$ cat src/rtl/uart_cmd_parser.sv
// Assembles {HEADER, CMD, ARG, CHK} frames from UART receiver bytes and strobes validated Cmd/Arg.
// Optional UART_CMD_ACK_EN adds an ACK/NAK request path toward a UART transmitter.
module uart_cmd_parser #(
  parameter logic [7:0] HEADER         = 8'hAA,
  parameter int         TIMEOUT_CYCLES = 200000,
  parameter int         CNT_W          = 18
) (
  input  logic       Clk,
  input  logic       Rst,
  input  logic [7:0] RxData,
  input  logic       RxDone,
`ifdef UART_CMD_ACK_EN
  input  logic       TxBusy,
  output logic [7:0] TxData,
  output logic       TxStart,
`endif
  output logic [7:0] Cmd,
  output logic [7:0] Arg,
  output logic       CmdValid,
  output logic       ChkErr,
  output logic       TimeoutErr,
  output logic       Busy,
  output logic [1:0] DbgState
);

  typedef enum logic [1:0] {S_IDLE, S_CMD, S_ARG, S_CHK} state_t;

  // Byte events are rising edges of RxDone. Strobes are registered, so they appear the cycle
  // after the event edge and last exactly one cycle.
  state_t           state, state_next;
  logic             rx_done_q;
  logic [CNT_W-1:0] cnt, cnt_next;
  logic [7:0]       cmd_tmp, cmd_tmp_next, arg_tmp, arg_tmp_next;
  logic [7:0]       cmd_next, arg_next;
  logic             valid_next, chk_next, to_next;
  logic             byte_event, timeout_hit;

  assign byte_event  = RxDone & ~rx_done_q;
  // A byte on the expiry edge takes priority over the timeout.
  assign timeout_hit = (state != S_IDLE) && !byte_event &&
                       (cnt == CNT_W'(TIMEOUT_CYCLES - 1));
  assign Busy        = (state != S_IDLE);
  assign DbgState    = state;

  always_comb begin
    state_next   = state;
    cmd_tmp_next = cmd_tmp;
    arg_tmp_next = arg_tmp;
    cmd_next     = Cmd;
    arg_next     = Arg;
    valid_next   = 1'b0;
    chk_next     = 1'b0;
    to_next      = 1'b0;
    cnt_next     = cnt + CNT_W'(1);
    if (state == S_IDLE || byte_event) cnt_next = '0;
    if (byte_event) begin
      case (state)
        S_IDLE: if (RxData == HEADER) state_next = S_CMD;
        S_CMD: begin
          cmd_tmp_next = RxData;
          state_next   = S_ARG;
        end
        S_ARG: begin
          arg_tmp_next = RxData;
          state_next   = S_CHK;
        end
        S_CHK: begin
          if (RxData == (cmd_tmp ^ arg_tmp)) begin
            cmd_next   = cmd_tmp;
            arg_next   = arg_tmp;
            valid_next = 1'b1;
          end else begin
            chk_next = 1'b1;
          end
          state_next = S_IDLE;
        end
        default: state_next = S_IDLE;
      endcase
    end else if (timeout_hit) begin
      to_next    = 1'b1;
      state_next = S_IDLE;
      cnt_next   = '0;
    end
  end

  always_ff @(posedge Clk) begin
    if (Rst) begin
      state      <= S_IDLE;
      rx_done_q  <= 1'b1;
      cnt        <= '0;
      cmd_tmp    <= '0;
      arg_tmp    <= '0;
      Cmd        <= '0;
      Arg        <= '0;
      CmdValid   <= 1'b0;
      ChkErr     <= 1'b0;
      TimeoutErr <= 1'b0;
    end else begin
      state      <= state_next;
      rx_done_q  <= RxDone;
      cnt        <= cnt_next;
      cmd_tmp    <= cmd_tmp_next;
      arg_tmp    <= arg_tmp_next;
      Cmd        <= cmd_next;
      Arg        <= arg_next;
      CmdValid   <= valid_next;
      ChkErr     <= chk_next;
      TimeoutErr <= to_next;
    end
  end

`ifdef UART_CMD_ACK_EN
  // Single-entry request slot: a new ACK/NAK overwrites a pending one; it is issued once TxBusy drops.
  logic       pend;
  logic [7:0] pend_data;

  always_ff @(posedge Clk) begin
    if (Rst) begin
      pend      <= 1'b0;
      pend_data <= '0;
      TxStart   <= 1'b0;
      TxData    <= '0;
    end else begin
      TxStart <= 1'b0;
      if (valid_next || chk_next) begin
        pend      <= 1'b1;
        pend_data <= valid_next ? 8'h06 : 8'h15;
      end else if (pend && !TxBusy) begin
        TxStart <= 1'b1;
        TxData  <= pend_data;
        pend    <= 1'b0;
      end
    end
  end
`endif

endmodule

$ cat config.mk
export PLATFORM = sky130hd
export DESIGN_NAME = uart_cmd_parser
export DESIGN_NICKNAME = d
export VERILOG_FILES = /design/src/rtl/uart_cmd_parser.sv
export SDC_FILE = /design/constraint.sdc
export NUM_CORES = 1
export LEC_CHECK = 0
export CORE_MARGIN = 2
export CORE_UTILIZATION = 55
export DETAILED_ROUTE_END_ITERATION = 10
export MAX_ROUTING_LAYER = met4
export PLACE_DENSITY = 0.79
export SYNTH_ARGS = -nofsm -noshare
export SYNTH_HDL_FRONTEND = slang
export SYNTH_SLANG_ARGS = --single-unit
export TNS_END_PERCENT = 5
$ cat constraint.sdc
create_clock -name Clk -period 3.94 [get_ports Clk]
set_clock_uncertainty 0.05 [all_clocks]
set_input_delay 0.394 -clock Clk [delete_from_list [all_inputs] [get_ports Clk]]
set_output_delay 0.394 -clock Clk [all_outputs]
set_load 0.005 [all_outputs]
# [After elaboration in Yosys (flattened, before gate mapping)]
# Index checks and enable logic that the tools add are counted.
[word_totals] register_bits=56 in_bits=11 word_cells=46
[classes] add_sub_neg=1 eq_ne=7 mux=10 bitwise_logic=5 reduce_logical=13
[op_table] operator="two-way mux 18 bit" n=3
[op_table] operator="adder 18 x 1 -> 18 bit (second input constant)" n=1
[op_table] operator="== test 18 bit (second input constant)" n=1
[op_table] operator="== test 8 bit" n=1
[op_table] operator="== test 8 bit (second input constant)" n=1
[op_table] operator="case mux 2 bit (4 select lines)" n=1
[op_table] operator="XOR 8 bit" n=1
[op_table] operator="two-way mux 2 bit" n=3
[op_table] operator="AND reduction 2 bit" n=3
[op_table] operator="== test 2 bit (second input constant)" n=2
[op_table] operator="nonzero test 2 bit" n=2
[op_table] operator="two-way mux 1 bit" n=3
[op_table] operator="inequality test 3 x 2 -> 1 bit (second input constant)" n=1
[op_table] operator="inverter 1 bit" n=3
[op_table] operator="AND reduction 3 bit" n=1
[op_table] operator="OR reduction 3 bit" n=1
[op_table] operator="== test 2 x 1 -> 1 bit (second input constant)" n=1
[op_table] operator="logical AND 1 bit" n=2
[op_table] operator="logical NOT 2 bit" n=1
[op_table] operator="OR reduction 2 bit" n=1
[op_table] operator="AND 1 bit" n=1
[op_table] operator="logical NOT 1 bit" n=1
[op_table] operator="logical OR 1 bit" n=1

# [Depth between registers and ports, before layout]
# Gate-level depths: netlist of the first run.
[depth] ltp_word=7 ltp_mapped=7 ltp_nobuf=5

# [Worst setup path before layout of the first run]
# No wires, ideal clock.
[synth_timing] path_kind="register to register" start="register cnt[0]" end="register cnt[10]" setup_ps=117 t_arrival_ps=1630 setup_slack_ps=2143 path_stages_with_launch=8 path_buffers=2 synth_period_minus_slack_ps=1797 cell_sequence="dfxtp_1 ha_1 and3_1 buf_2 nand4_1 o21bai_1 buf_2 nor2_1"
[synth_via] elab_chain_len=4
[synth_lines] item="start: declaration" line="32" rtl="logic [CNT_W-1:0] cnt, cnt_next;"
[synth_lines] item="start signal: assignment" line="101" rtl="cnt <= cnt_next;"
[synth_lines] item="adder 18 x 1 -> 18 bit or == test 18 bit (tied branches)" line="54, 41"
[synth_lines] item="two-way mux 18 bit or logical AND 1 bit (tied branches)" line="55, 40"
[synth_lines] item="two-way mux 18 bit" line="79" rtl="end else if (timeout_hit) begin"
[synth_lines] item="two-way mux 18 bit *" line="56" rtl="if (byte_event) begin"
# Every way passes the cells marked *; elsewhere a longest branch is shown, timed or not.
# A chain may end at the register's enable or synchronous reset.

# [Worst setup path after layout of the first run]
# Same ends and word-level chain as after synthesis.

==> results.toml, run 1 <==
[yosys]
seq_area_frac_synth_pct = 42.99
synthCells = 275
syn_area_um2 = 2608
syn_nets = 291
synth_edf_count = 0
synthXorXnorAreaFrac_pct = 10.99
synth_top_family_by_area = "simple AND/OR/NAND/NOR gates"
ys_seq_elements = 56
ys.flop_type = "dfxtp_1"
yosys-mux-area-fraction_pct = 6.142
async_reset_ff_share_pct = 0
synth-warning-count = 0
yosys.cell_types.count = 39
synth-simple-area-share_pct = 27.74
syn_area_per_cell_um2 = 9.482
synthAdderAreaFrac_pct = 2.399
synth_compound_area_share_pct = 6.718

[power_and_ir_drop]
ir_drop_v = 0.0002305
p_sw_uw = 195.5
p_comb_share_pct = 4.6
p_clk_share_pct = 34.4
p_int_uw = 733.2
p_seq_share_pct = 61.0
swShare_pct = 21.05
p_per_area_nw_per_um2 = 305.1
leakage_nw = 1.004

[drt]
wl_per_cell_um = 13.95
final_antenna_net_count = 0
first_pass_iters = 5
vias = 1975
drt-vias-per-instance = 5.517
first_iter_violations = 116
drc = 0
routed_wl_um = 4995

[global_route]
antenna_found_initial = 0
grt_pass1_wl_um = 8583
grt_pass1_vias = 1920
grt.overflow.total = 0
grt_usage_pct = 21.60
grt_max_degree = 55

[critical_path]
arrival_ns = 2.51
endpoint = "cnt[10]"
r2r_slack_ns = 1.54
startpoint = "cnt[0]"
required_ns = 4.05
cp_max_fo = 16
r2r_cells = 5
path_class = "flip-flop to flip-flop"
worst_setup_path_start_kind = "flip-flop"
r2r_start = "cnt[0]"
r2r-end = "cnt[10]"
cp-end-kind = "flip-flop"

[status]
outcome = "finished clean"

[sta]
rsz0062_at_grt = "no"
hold_viol = 0
period_minus_slack_ns = 2.396
drv_slew = 0
tightest_slew_ns = 1.176
maxSlewHeadroom_pct = 21.43
max_freq_mhz = 417.3
period_share_pct = 60.82
setup_tns_ns = 0
setup_viol = 0

[clocking]
clockRootBuffer = "clkbuf_8"
clk_pin_slew_ns = 0.09
cts_hold_buffers = 0
post-cts-setup-buffer-count = 0
clk_latency_ns = 0.31
cts_resized = 0
cts_buffer_depth = 2
htreeDepth = 2
cts_tree = "yes"
cts.sinks = 56
cts_buffers = 5

[placement]
io_buffers = 32
place_hpwl_um = 3489
dp.cells = 350
gp_congestion = 0.8140

[final_layout]
nets = 319
fin_cells = 358
syn_to_final_growth_pct = 16.75
diodes = 0
drive_gt1_share_pct = 4.276
n_fill_cell = 393

[floorplan]
placementRows = 25
die_w_um = 72.86
core_area_um2 = 4661
die_area_um2 = 5308
die_y_um = 72.86
ios = 33
start_util_pct = 55.95

[job]
drv_cap = 0

[min_path]
hold_class = "flip-flop to flip-flop"
[final cells by class]
| type | instances | area (um^2) | area share, % |
|---|---|---|---|
| multi-input combinational | 201 | 1408 | 46.24 |
| timing repair buffer | 35 | 342.8 | 11.26 |
| inverter | 4 | 15.01 | 0.4932 |
| tap | 54 | 67.56 | 2.219 |
| clock buffer | 8 | 90.09 | 2.959 |
| sequential | 56 | 1121 | 36.83 |
[synthesized netlist by cell type (3+ instances only)]
library cell  count  share of area [%]
xnor2_1           4                1.3
buf_2             3               0.58
mux2i_1          16                6.1
nor2_1           14                2.0
xor2_1            8                2.7
xnor3_1           7                6.0
nor3_1            4               0.77
nand4_1           7                1.7
a21oi_1          21                4.0
inv_1             4               0.58
dfxtp_1          56                 43
nand2b_1         31                7.4
nand3_1          22                4.2
ha_1              5                2.4
clkbuf_1         10                1.4
or3_1             4               0.96
o21ai_1           3               0.58
nand2_1          27                3.9
[placed cells by master, fill, tap and decap left out, drive strengths merged, types with 4 or more instances in the layout]
| cell type | n |
|---|---|
| a21oi | 21 |
| clkbuf | 8 |
| clkdlybuf4s50 | 32 |
| dfxtp | 56 |
| ha | 5 |
| inv | 4 |
| mux2i | 16 |
| nand2 | 28 |
| nand2b | 31 |
| nand3 | 22 |
| nand4 | 8 |
| nor2 | 14 |
| nor3 | 4 |
| or3 | 4 |
| xnor2 | 4 |
| xnor3 | 8 |
| xor2 | 8 |
[power groups by stage]
stage / Sequential (mW) / Clock [mW] / Combinational [mW]
after floorplan: 0.579 / 0 / 0.0240
after global placement: 0.579 / 0 / 0.0422
after detailed placement: 0.579 / 0 / 0.0426
after CTS: 0.566 / 0.326 / 0.0427
after global routing: 0.566 / 0.349 / 0.0451
final: 0.566 / 0.320 / 0.0427
[critical path: stages, from the launching register on]
cell      delay [ns]
dfxtp_1         0.39
ha_1            0.20
and3_1          0.32
nand4_1         0.21
o21bai_1        0.96
nor2_1          0.11
[cell families (layout without fill, tap and decap cells)]
| kind of cell | after synthesis | in the layout |
|---|---|---|
| DFF | 56 | 56 |
| buffers and inverters | 18 | 47 |
| muxes | 16 | 16 |
| AOI/OAI and AO/OA | 31 | 31 |
| adders and majority gates | 5 | 5 |
| xor gates and xnor gates | 20 | 20 |
| and+or+nand+nor | 129 | 129 |
[metrics by stage]
stage	util [%]	setup slack, ns	power, mW	hold WS (ns)	area (um^2)
after detailed placement	63.38	1.260	0.6221	0.4138	2954
after floorplan	-	2.143	0.6035	0.3872	2608
after global routing	65.32	1.213	0.9601	0.4565	3044
after CTS	65.32	1.530	0.9348	0.4298	3044
after global placement	63.38	1.355	0.6217	0.4043	2954
final	65.32	1.544	0.9287	0.4265	3044
[per-layer routing]
metal  vias to the layer above  share of wire [%]  global-route usage (%)
li1                       1009                  -                       -
met1                       921                 44                   24.69
met2                        37                 50                   36.67
met3                         8                3.9                   4.834
met4                         0                1.9                   8.642
met5                         -                  0                       -
[registers in the layout, summed over array words and instances (netlist names), 2 cells and up]
| name | count |
|---|---|
| DbgState | 2 |
| Arg | 8 |
| cmd_tmp | 8 |
| arg_tmp | 8 |
| Cmd | 8 |
| cnt | 18 |
[worst min-delay path by stage]
| stage | end | slack (ns) | startpoint | cells after the start |
|---|---|---|---|---|
| detailed placement | cnt[0] | 0.41 | cnt[0] | 1 |
| CTS | Arg[6] | 0.43 | Arg[6] | 2 |
| floorplan | cnt[0] | 0.39 | cnt[0] | 1 |
| global placement | cnt[0] | 0.40 | cnt[0] | 1 |
| global route | Arg[1] | 0.46 | Arg[1] | 2 |
| finish | Cmd[5] | 0.43 | Cmd[5] | 2 |
Power figures use the tool's default switching activity.
==> run 2, diff against run 1 <==
==> constraint.sdc (replaced) <==
create_clock -name Clk -period 2.35 [get_ports Clk]
set_clock_uncertainty 0.05 [all_clocks]
set_input_delay 0.235 -clock Clk [delete_from_list [all_inputs] [get_ports Clk]]
set_output_delay 0.235 -clock Clk [all_outputs]
set_load 0.005 [all_outputs]
==> run 2 against run 1 <==
Net effect: total power grew 60%; utilization is essentially flat; combinational power grew 67%; die area is the same; flip-flop and latch count is the same; clock-buffer cell count shrank 3; global-route usage grew 0.23 points; wire length grew 1.0%.
==> results.toml, run 2 (synthesis results as in run 1) <==
[status]
outcome = "finished clean"

[floorplan]
ios = 33
die_y_um = 72.86
core_area_um2 = 4661
placementRows = 25
die_w_um = 72.86
die_area_um2 = 5308
start_util_pct = 55.95

[critical_path]
max_stage_delay_ns = 0.49
required_ns = 2.07
cp-end-kind = "output port"
worstPathCellList = "inv_1, ha_1, inv_1, clkdlybuf4s50_1"
arrival_ns = 1.71
startpoint = "DbgState[0]"
crit_top_cell = "inv_1"
worst_setup_path_start_kind = "flip-flop"
path_class = "flip-flop to output port"
cp_max_fo = 6
r2r_start = "DbgState[0]"
cp_slowest_cell = "clkdlybuf4s50_1"

[global_route]
grt_usage_pct = 21.83
antenna_found_initial = 0
grt.overflow.total = 0
grt_pass1_vias = 1910
grt_max_degree = 54
grt_pass1_wl_um = 8631

[clocking]
cts_buffers = 5
cts_buffer_depth = 2
cts_tree = "yes"
cts_hold_buffers = 0
clk_latency_ns = 0.30
cts_resized = 0
htreeDepth = 2
post-cts-setup-buffer-count = 0
clk_pin_slew_ns = 0.09
cts.sinks = 56
clockRootBuffer = "clkbuf_8"

[power_and_ir_drop]
p_per_area_nw_per_um2 = 488.1
p_clk_share_pct = 31.3
p_seq_share_pct = 63.9
p_int_mw = 1.181
p_total_mw = 1.486
leakage_nw = 1.008
swShare_pct = 20.55
ir_drop_v = 0.0003570
p_comb_share_pct = 4.8
p_sw_uw = 305.5

[sta]
hold_viol = 0
maxSlewHeadroom_pct = 71.81
setup_tns_ns = 0
drv_slew = 0
tightest_slew_ns = 0.4229
period_minus_slack_ns = 1.994
period_share_pct = 84.85
setup_viol = 0
rsz0062_at_grt = "no"
max_freq_mhz = 501.5
whs_ns = 0.4272
worst_slack_ns = 0.3561

[placement]
io_buffers = 32
place_hpwl_um = 3585
placed_area_um2 = 2977
pre_cts_ws_ns = 0.2533
gp_congestion = 0.8078

[final_layout]
diodes = 0
largest_reg_flops = 18
layout_commonest_cell = "dfxtp_1"
n_fill_cell = 397
final_cell_mix = "dfxtp_1, clkdlybuf4s50_1, nand2b_1"
syn_to_final_growth_pct = 16.79
final_cell_area_um2 = 3045
nets = 322
top_register = "cnt"
drive_gt1_share_pct = 4.934

[drt]
routed_wl_um = 5047
vias = 1986
wl_per_cell_um = 14.10
first_pass_iters = 4
drc = 0
first_iter_violations = 140
final_antenna_net_count = 0
drt-vias-per-instance = 5.547

[min_path]
min-delay-start = "Arg[7]"
hold_class = "flip-flop to flip-flop"

[job]
drv_cap = 0
run 2: stage by stage:
step / instances / util, %
after floorplan: 275 / -
after global placement: 353 / 63.87
after detailed placement: 353 / 63.87
after CTS: 358 / 65.34
after global routing: 358 / 65.34
final: 358 / 65.34
run 2: routing by layer:
metal	GRT usage (%)	routed length, um	vias up
met5	-	0	-
li1	-	-	1008
met4	10.08	120	0
met1	25.20	2195	922
met3	4.834	193	10
met2	36.16	2538	46
run 2: path summary, 6_finish.rpt:
| path | to | slack [ns] | cells past startpoint |
|---|---|---|---|
| setup / recovery | Busy | 0.36 | 4 |
| hold reg to reg | Arg[7] | 0.43 | 2 |
| hold / removal | Arg[7] | 0.43 | 2 |
| setup reg to reg | cnt[14] | 0.44 | 6 |
run 2: area by class of cell:
type                    instances  area (um^2)  share of cell area (%)
well taps                      54        67.56                   2.219
multi-input cells             201         1408                   46.22
clock buffers                   5        68.82                   2.260
repair buffers                 38        365.4                   12.00
flip-flops and latches         56         1121                   36.81
inverters                       4        15.01                  0.4930
run 2: worst max-delay path, delay by kind of cell (launching register included):
| family | cells | cell delay [ns] |
|---|---|---|
| adders and majority gates | 1 | 0.29 |
| DFF | 1 | 0.45 |
| buffers and inverters | 3 | 0.67 |
run 2: power groups by stage:
stage / registers [mW] / logic (mW) / clock network, mW
2_1_floorplan: 0.972 / 0.0402 / 0
3_3_place_gp: 0.972 / 0.0704 / 0
3_5_place_dp: 0.972 / 0.0709 / 0
4_1_cts: 0.949 / 0.0710 / 0.485
5_1_grt: 0.950 / 0.0760 / 0.521
6_report: 0.949 / 0.0713 / 0.466
